### config.mk
export PLATFORM = sky130hd
export DESIGN_NAME = divider_32bits
export DESIGN_NICKNAME = d
export VERILOG_FILES = /design/src/rtl/divider_32bits.sv
export SDC_FILE = /design/constraint.sdc
export NUM_CORES = 1
export LEC_CHECK = 0
export BUFFER_PORTS_ARGS = -buffer_cell sky130_fd_sc_hd__buf_2
export CAP_MARGIN = 20
export CORE_MARGIN = 8
export CORE_UTILIZATION = 60
export CTS_BUF_LIST = sky130_fd_sc_hd__clkbuf_4
export CTS_CLUSTER_SIZE = 30
export DETAILED_ROUTE_END_ITERATION = 10
export MAX_ROUTING_LAYER = met4
export PLACE_DENSITY_LB_ADDON = 0.3
export SETUP_SLACK_MARGIN = 0.1
export SLEW_MARGIN = 20
export SYNTH_ARGS = -nofsm -noshare
export SYNTH_HDL_FRONTEND = slang
export SYNTH_SLANG_ARGS = --single-unit
### constraint.sdc
create_clock -name clk -period 3.7 [get_ports clk]
set_input_delay 0.555 -clock clk [delete_from_list [all_inputs] [get_ports clk]]
set_output_delay 0.555 -clock clk [all_outputs]
set_load 0.02 [all_outputs]
### src/rtl/divider_32bits.sv
// divider_32bits
//   Iterative restoring divider. One shift-subtract step per clock gives a
//   quotient and remainder, signed or unsigned, with ALU-style N/Z/V flags.
//   Signed operands are divided as magnitudes, and the result signs are
//   restored in the FINISH step.
//
// Ports
//   clk        rising-edge clock
//   rst        synchronous active-high reset
//   start      request, sampled only while busy=0
//   is_signed  1 = two's-complement divide, 0 = unsigned (captured with start)
//   A, B       dividend / divisor (captured with start)
//   busy       operation in flight
//   done       one-cycle pulse; Q/R/flags are valid from this cycle
//   Q, R       quotient / remainder (held until the next FINISH or reset)
//   N, Z, V    Q sign, Q==0, divide-by-zero or signed overflow
module divider_32bits #(
    parameter int WIDTH = 32
) (
    input  logic             clk,
    input  logic             rst,
    input  logic             start,
    input  logic             is_signed,
    input  logic [WIDTH-1:0] A,
    input  logic [WIDTH-1:0] B,
    output logic             busy,
    output logic             done,
    output logic [WIDTH-1:0] Q,
    output logic [WIDTH-1:0] R,
    output logic             N,
    output logic             Z,
    output logic             V
);

    localparam int CW = $clog2(WIDTH + 1);

    typedef enum logic [1:0] {IDLE, CALC, FINISH} state_t;

    state_t state_q, state_d;

    logic [WIDTH-1:0] rem_q, rem_d;   // partial remainder
    logic [WIDTH-1:0] quo_q, quo_d;   // dividend shifting out, quotient shifting in
    logic [WIDTH-1:0] dvs_q, dvs_d;   // divisor magnitude
    logic [CW-1:0]    cnt_q, cnt_d;
    logic             qneg_q, qneg_d;
    logic             rneg_q, rneg_d;
    logic             div0_q, div0_d;
    logic             ovf_q,  ovf_d;
    logic             busy_q, busy_d;
    logic             done_q, done_d;
    logic [WIDTH-1:0] q_q, q_d;
    logic [WIDTH-1:0] r_q, r_d;
    logic             n_q, n_d, z_q, z_d, v_q, v_d;

    // One restoring step. The remainder is always below the divisor, so the
    // shifted value is below 2*divisor. Subtracting at WIDTH+1 bits therefore
    // leaves trial[WIDTH] set exactly when the subtraction borrows.
    logic [WIDTH:0]   sh;
    logic [WIDTH:0]   trial;
    logic             borrow;
    logic [WIDTH-1:0] q_fin, r_fin;

    always_comb begin
        sh     = {rem_q, quo_q[WIDTH-1]};
        trial  = sh - {1'b0, dvs_q};
        borrow = trial[WIDTH];
        q_fin  = qneg_q ? -quo_q : quo_q;
        r_fin  = rneg_q ? -rem_q : rem_q;
    end

    // State register
    always_ff @(posedge clk) begin
        if (rst) state_q <= IDLE;
        else     state_q <= state_d;
    end

    // Next-state logic
    always_comb begin
        state_d = state_q;
        case (state_q)
            IDLE:    if (start) state_d = (B == '0) ? FINISH : CALC;
            CALC:    if (cnt_q == CW'(1)) state_d = FINISH;
            FINISH:  state_d = IDLE;
            default: state_d = IDLE;
        endcase
    end

    // Output / datapath next values
    always_comb begin
        rem_d  = rem_q;
        quo_d  = quo_q;
        dvs_d  = dvs_q;
        cnt_d  = cnt_q;
        qneg_d = qneg_q;
        rneg_d = rneg_q;
        div0_d = div0_q;
        ovf_d  = ovf_q;
        busy_d = busy_q;
        done_d = 1'b0;
        q_d    = q_q;
        r_d    = r_q;
        n_d    = n_q;
        z_d    = z_q;
        v_d    = v_q;
        case (state_q)
            IDLE: begin
                if (start) begin
                    div0_d = (B == '0);
                    ovf_d  = is_signed && (A == {1'b1, {(WIDTH-1){1'b0}}})
                                       && (B == '1);
                    qneg_d = is_signed && (A[WIDTH-1] ^ B[WIDTH-1]);
                    rneg_d = is_signed && A[WIDTH-1];
                    // On divide-by-zero the raw dividend is kept for R.
                    if (B == '0)
                        quo_d = A;
                    else
                        quo_d = (is_signed && A[WIDTH-1]) ? -A : A;
                    dvs_d  = (is_signed && B[WIDTH-1]) ? -B : B;
                    rem_d  = '0;
                    cnt_d  = CW'(WIDTH);
                    busy_d = 1'b1;
                end
            end
            CALC: begin
                quo_d = {quo_q[WIDTH-2:0], ~borrow};
                rem_d = borrow ? sh[WIDTH-1:0] : trial[WIDTH-1:0];
                cnt_d = cnt_q - CW'(1);
            end
            FINISH: begin
                busy_d = 1'b0;
                done_d = 1'b1;
                if (div0_q) begin
                    q_d = '1;
                    r_d = quo_q;
                end else begin
                    // most-negative / -1 falls out as 0x80..0 with R=0 here
                    q_d = q_fin;
                    r_d = r_fin;
                end
                n_d = div0_q ? 1'b1 : q_fin[WIDTH-1];
                z_d = div0_q ? 1'b0 : (q_fin == '0);
                v_d = div0_q | ovf_q;
            end
            default: ;
        endcase
    end

    // Datapath and output registers
    always_ff @(posedge clk) begin
        if (rst) begin
            rem_q  <= '0;
            quo_q  <= '0;
            dvs_q  <= '0;
            cnt_q  <= '0;
            qneg_q <= 1'b0;
            rneg_q <= 1'b0;
            div0_q <= 1'b0;
            ovf_q  <= 1'b0;
            busy_q <= 1'b0;
            done_q <= 1'b0;
            q_q    <= '0;
            r_q    <= '0;
            n_q    <= 1'b0;
            z_q    <= 1'b0;
            v_q    <= 1'b0;
        end else begin
            rem_q  <= rem_d;
            quo_q  <= quo_d;
            dvs_q  <= dvs_d;
            cnt_q  <= cnt_d;
            qneg_q <= qneg_d;
            rneg_q <= rneg_d;
            div0_q <= div0_d;
            ovf_q  <= ovf_d;
            busy_q <= busy_d;
            done_q <= done_d;
            q_q    <= q_d;
            r_q    <= r_d;
            n_q    <= n_d;
            z_q    <= z_d;
            v_q    <= v_d;
        end
    end

    assign busy = busy_q;
    assign done = done_q;
    assign Q    = q_q;
    assign R    = r_q;
    assign N    = n_q;
    assign Z    = z_q;
    assign V    = v_q;

endmodule

## After elaboration in Yosys (flattened, before gate mapping)

Index checks and enable logic that the tools add are counted.

| storage, ports and cells | value |
|---|---|
| flip-flop bits (word level) | 177 |
| input bits | 68 |
| output and inout port bits | 69 |
| word-level logic and storage cells | 69 |

| cells by class | value |
|---|---|
| $add $sub $neg | 6 |
| eq/ne operators | 7 |
| mux-type cells | 23 |
| bitwise operators | 3 |
| reduce and logical (&&, ||, !) cells | 14 |

Operator list:

| kind | count |
|---|---|
| 32-bit 2-to-1 mux | 10 |
| 32-bit negator | 4 |
| 32-bit case mux with 2 select lines | 2 |
| 32-bit == test (second input constant) | 2 |
| 32-bit zero test | 2 |
| 33-bit by 32-bit subtractor with 33-bit output | 1 |
| 6-bit case mux with 2 select lines | 1 |
| 2-bit AND reduction | 4 |
| 6-bit by 1-bit == test with 1-bit output (second input constant) | 1 |
| 2-bit 2-to-1 mux | 3 |
| 6-bit 2-to-1 mux | 1 |
| 6-bit by 1-bit subtractor with 6-bit output (second input constant) | 1 |
| 1-bit logical AND | 5 |
| 1-bit 2-to-1 mux | 4 |
| 2-bit != test (second input constant) | 2 |
| 2-bit case mux with 2 select lines | 1 |
| 2-bit nonzero test | 2 |
| 2-bit by 1-bit == test with 1-bit output (second input constant) | 1 |
| 2-bit == test (second input constant) | 1 |
| 2-bit zero test | 1 |
| 1-bit case mux with 2 select lines | 1 |
| 1-bit NOT | 1 |
| 1-bit OR | 1 |
| 1-bit bitwise XOR | 1 |

## Depth between registers and ports, before layout

| depth | value |
|---|---|
| word-level depth | 5 |
| depth in mapped cells | 12 |
| depth with buffers taken out | 11 |

## Worst setup path after synthesis

OpenSTA, ideal clock, no wires.

| timing | value |
|---|---|
| path kind | register -> register |
| start point | register quo_q[31] |
| end point | register rem_q[16] |
| arrival | 2991 ps |
| slack | 630 ps |
| stages on the path, launching flop included | 13 |
| buffers on the path | 1 |
| clock period less this slack | 3070 ps |
| path through | dfxtp_1 -> inv_1 -> ha_1 -> fa_1 -> nand2b_1 -> a21oi_1 -> o31ai_1 -> o21ai_1 -> a21oi_1 -> o21ai_1 -> nand2_1 -> clkbuf_1 -> o211ai_1 |

| between the ends | value |
|---|---|
| cells in the longest elaborated chain, start to end | 3 |

Ends and longest elaborated chain:

| what | line | text |
|---|---|---|
| start: declaration | 42 | `logic [WIDTH-1:0] quo_q, quo_d;` |
| start signal: assignment | 168 | `quo_q <= quo_d;` |
| 33-bit by 32-bit subtractor with 33-bit output | 65 | `trial = sh - {1'b0, dvs_q};` |
| 32-bit 2-to-1 mux | 126 | `rem_d = borrow ? sh[WIDTH-1:0] : trial[WIDTH-1:0];` |
| 32-bit case mux with 2 select lines | 105 | `case (state_q)` |
| end signal: assignment | 167 | `rem_q <= rem_d;` |
| end: declaration | 41 | `logic [WIDTH-1:0] rem_q, rem_d;` |

No other way between the ends.
A chain may end at the register's enable or synchronous reset.

## Final worst setup path

| timing | value |
|---|---|
| start point | register quo_q[31] |
| end point | register rem_q[8] |

Same word-level chain as after synthesis.

==> results.py <==
metrics = {
    "yosys": {
        "syn_nets": 1718,
        "synthCells": 1610,
        "ys.flop_type": "dfxtp_1",
        "yosysUniqueCellTypes": 72,
        "synthArstFlopShare_pct": 0,
        "synth.avg_cell_area_um2": 7.489,
        "synth-seq-area-share_pct": 29.22,
        "yosysWarnings": 0,
        "ys_seq_elements": 176,
        "netlist_area_um2": 12060,
        "synth-edff-count": 0,
    },
    "setup_path": {
        "worstSetupStartpointType": "flip-flop",
        "path_max_fanout": 8,
        "max_stage_delay_ns": 0.43,
        "path_class": "reg2reg",
        "cp_cell_sequence": "inv_1, ha_1, fa_1, nand2b_1, a21oi_1, o31ai_1, o21ai_1, buf_4, a21oi_1, nor2_1, buf_4, or3_1, a41oi_1",
        "worstPathRequired_ns": 4.23,
        "slowest_stage": "o31ai_1",
        "cp-end-kind": "flip-flop",
        "arrival_ns": 3.75,
    },
    "job": {
        "cap_viol_max_count": 0,
    },
    "sta": {
        "finalHoldViolCount": 0,
        "report.final.slew_viol_count": 0,
        "period_needed_ns": 3.221,
        "max_freq_ghz": 0.3105,
        "setup_violations": 0,
        "finalCritPeriodShare_pct": 87.05,
        "clock_skew_ns": 0.03495,
        "finalSetupTns_ns": 0,
        "worst_slack_ns": 0.4791,
        "timing.max_slew.rel_slack_pct": 29.73,
        "rsz0062_at_grt": "no",
        "tightestPinTransition_ns": 1.052,
    },
    "global_route": {
        "antenna_found_initial": 1,
        "grt_overflow_total": 0,
        "grt_use_total_pct": 32.28,
        "grt_max_degree": 116,
        "grt_pass1_vias": 11730,
        "grt_pass1_wl_um": 61770,
    },
    "routing": {
        "vias_per_cell": 6.250,
        "dr.pass1.iters": 8,
        "post_drt_wl_per_cell_um": 19.71,
        "drc": 0,
        "ant_nets": 0,
        "drt-initial-drc-count": 1030,
        "wirelength_um": 39060,
        "vias": 12390,
    },
    "clock_network": {
        "cts.reportedPaths.clkPinSlew_ns": 0.19,
        "post_cts_buffers": 0,
        "cts_tree": "done",
        "clock_latency_ns": 0.63,
        "clock-root-buffer": "clkbuf_4",
        "cts_resized": 0,
        "cts_hold_buf": 0,
        "cts_made_buffers": 17,
        "ctsHtreeMaxLevel": 4,
        "cts_buffer_depth": 2,
        "cts.sinks": 176,
    },
    "placement": {
        "place_ws_ns": 0.5150,
        "port_buffers": 136,
        "dpl.cell_count": 1945,
        "dpl_cell_area_um2": 13010,
        "dp_hpwl_um": 29610,
        "place.gp.congestion": 1.003,
    },
    "power_and_ir_drop": {
        "leakagePower_uw": 0.005155,
        "power_density_nw_per_um2": 357.9,
        "ir_drop_v": 0.0002217,
    },
    "floorplan": {
        "core_um2": 19970,
        "row_count": 52,
        "die_h_um": 157.8,
        "ios": 137,
        "dieArea_um2": 24890,
        "die_x_um": 157.8,
        "start_util_pct": 60.37,
    },
    "final_layout": {
        "ff_latch_area_um2": 3525,
        "layout.cells.non_filler": 1982,
        "fill_cells": 1794,
        "final_cell_mix": "nand2_1 (205), dfxtp_1 (175), buf_2 (135), nor2_1 (126), a21oi_1 (120)",
        "multi_input_area_um2": 7861,
        "layout_commonest_cell": "nand2_1",
        "drive_above_1_share_pct": 14.65,
        "finalInstanceArea_um2": 13350,
        "area_growth_pct": 10.71,
        "final_nets": 1802,
    },
    "run_status": {
        "status": "finished, final reports clean",
    },
    "hold_path": {
        "hp-class": "in2reg",
    },
}
==> per-layer routing <==
metal  vias up  routed length, µm  track usage, %
li1       6028                  -               -
met1      5715              15670           37.31
met2       515              18260           51.83
met3       130               2559           4.668
met4         0               2562           21.17
met5         -                  0               -
==> sequential cells by signal (all words and copies together), names as in the netlist <==
name / flops
rem_q: 32
quo_q: 32
V: 1
Q: 32
done: 1
state_q: 2
cnt_q: 6
Z: 1
R: 32
qneg_q: 1
ovf_q: 1
busy: 1
dvs_q: 32
rneg_q: 1
div0_q: 1
==> final cells by class <==
| cell class | count | area share (%) |
|---|---|---|
| Antenna cell | 5 | 0.09373 |
| Clock buffer | 17 | 0.9560 |
| Clock inverter | 15 | 1.528 |
| Inverter | 54 | 1.518 |
| Multi-Input combinational cell | 1258 | 58.89 |
| Sequential cell | 176 | 26.40 |
| Tap cell | 270 | 2.531 |
| Timing Repair Buffer | 187 | 8.079 |
==> cells by family after synthesis <==
kind of cell	share of synthesized area, %
flops	29.22
xor+xnor	10.31
mux	0.6019
simple gates	24.26
buf+inv	5.759
compound gates	25.63
fa+ha+maj	4.213
==> critical path: cells and delay by family, from the launching register on <==
kind | cells | cell delay, ns
compound gates | 5 | 1.21
fa+ha+maj | 2 | 0.41
buf+inv | 3 | 0.45
flops | 1 | 0.38
simple gates | 3 | 0.67
==> synth_stat cells (all sizes together), types with 3 or more instances <==
cell / number / share of area (%)
nor3: 43 / 1.8
or4: 15 / 1.0
nand4: 37 / 1.9
o41ai: 14 / 1.2
nor3b: 5 / 0.31
a21oi: 120 / 5.0
or2: 7 / 0.36
mux2i: 5 / 0.42
ha: 39 / 4.0
a22oi: 28 / 1.7
a21o: 14 / 0.87
o31ai: 32 / 2.0
and3: 23 / 1.2
o21bai: 3 / 0.19
and4: 3 / 0.22
a31oi: 13 / 0.67
xor2: 93 / 6.8
nor2: 128 / 4.0
buf: 14 / 0.70
a41oi: 19 / 1.4
and2: 12 / 0.62
a211o: 4 / 0.29
nand3: 53 / 2.2
a211oi: 68 / 4.2
clkbuf: 108 / 3.4
nor2b: 11 / 0.57
o21ai: 80 / 3.3
o211ai: 22 / 1.4
xnor2: 49 / 3.6
nand2: 205 / 6.4
nand2b: 14 / 0.73
inv: 54 / 1.7
dfxtp: 176 / 29
a32oi: 3 / 0.22
o22ai: 28 / 1.5
nor4: 20 / 1.5
o21a: 6 / 0.37
or3: 11 / 0.70
nand3b: 4 / 0.25
==> through the flow <==
| step | hold slack, ns | total power [µW] | utilization (%) |
|---|---|---|---|
| 2_1_floorplan | 0.4319 | 3149 | - |
| 3_3_place_gp | 0.4423 | 3543 | 65.11 |
| 3_5_place_dp | 0.4436 | 3565 | 65.11 |
| 4_1_cts | 0.2186 | 4759 | 66.77 |
| 5_1_grt | 0.2091 | 5001 | 66.83 |
| 6_report | 0.2275 | 4778 | 66.83 |
==> report_power, final <==
part | internal (µW) | total, µW | switching (µW) | leakage (µW)
registers | 2020 | 2170 | 151 | 0.00143
logic | 506 | 1390 | 881 | 0.00355
clock network | 345 | 1220 | 879 | 0.000172
==> final timing paths <==
kind	from	cells after the start	end	slack, ns
max reg2reg	quo_q[31]	13	rem_q[8]	0.48
max	quo_q[31]	13	rem_q[8]	0.48
min reg2reg	R[29]	2	R[29]	0.46
min	A[9]	3	quo_q[9]	0.23
Note: power is estimated with default switching activity, not from simulation.
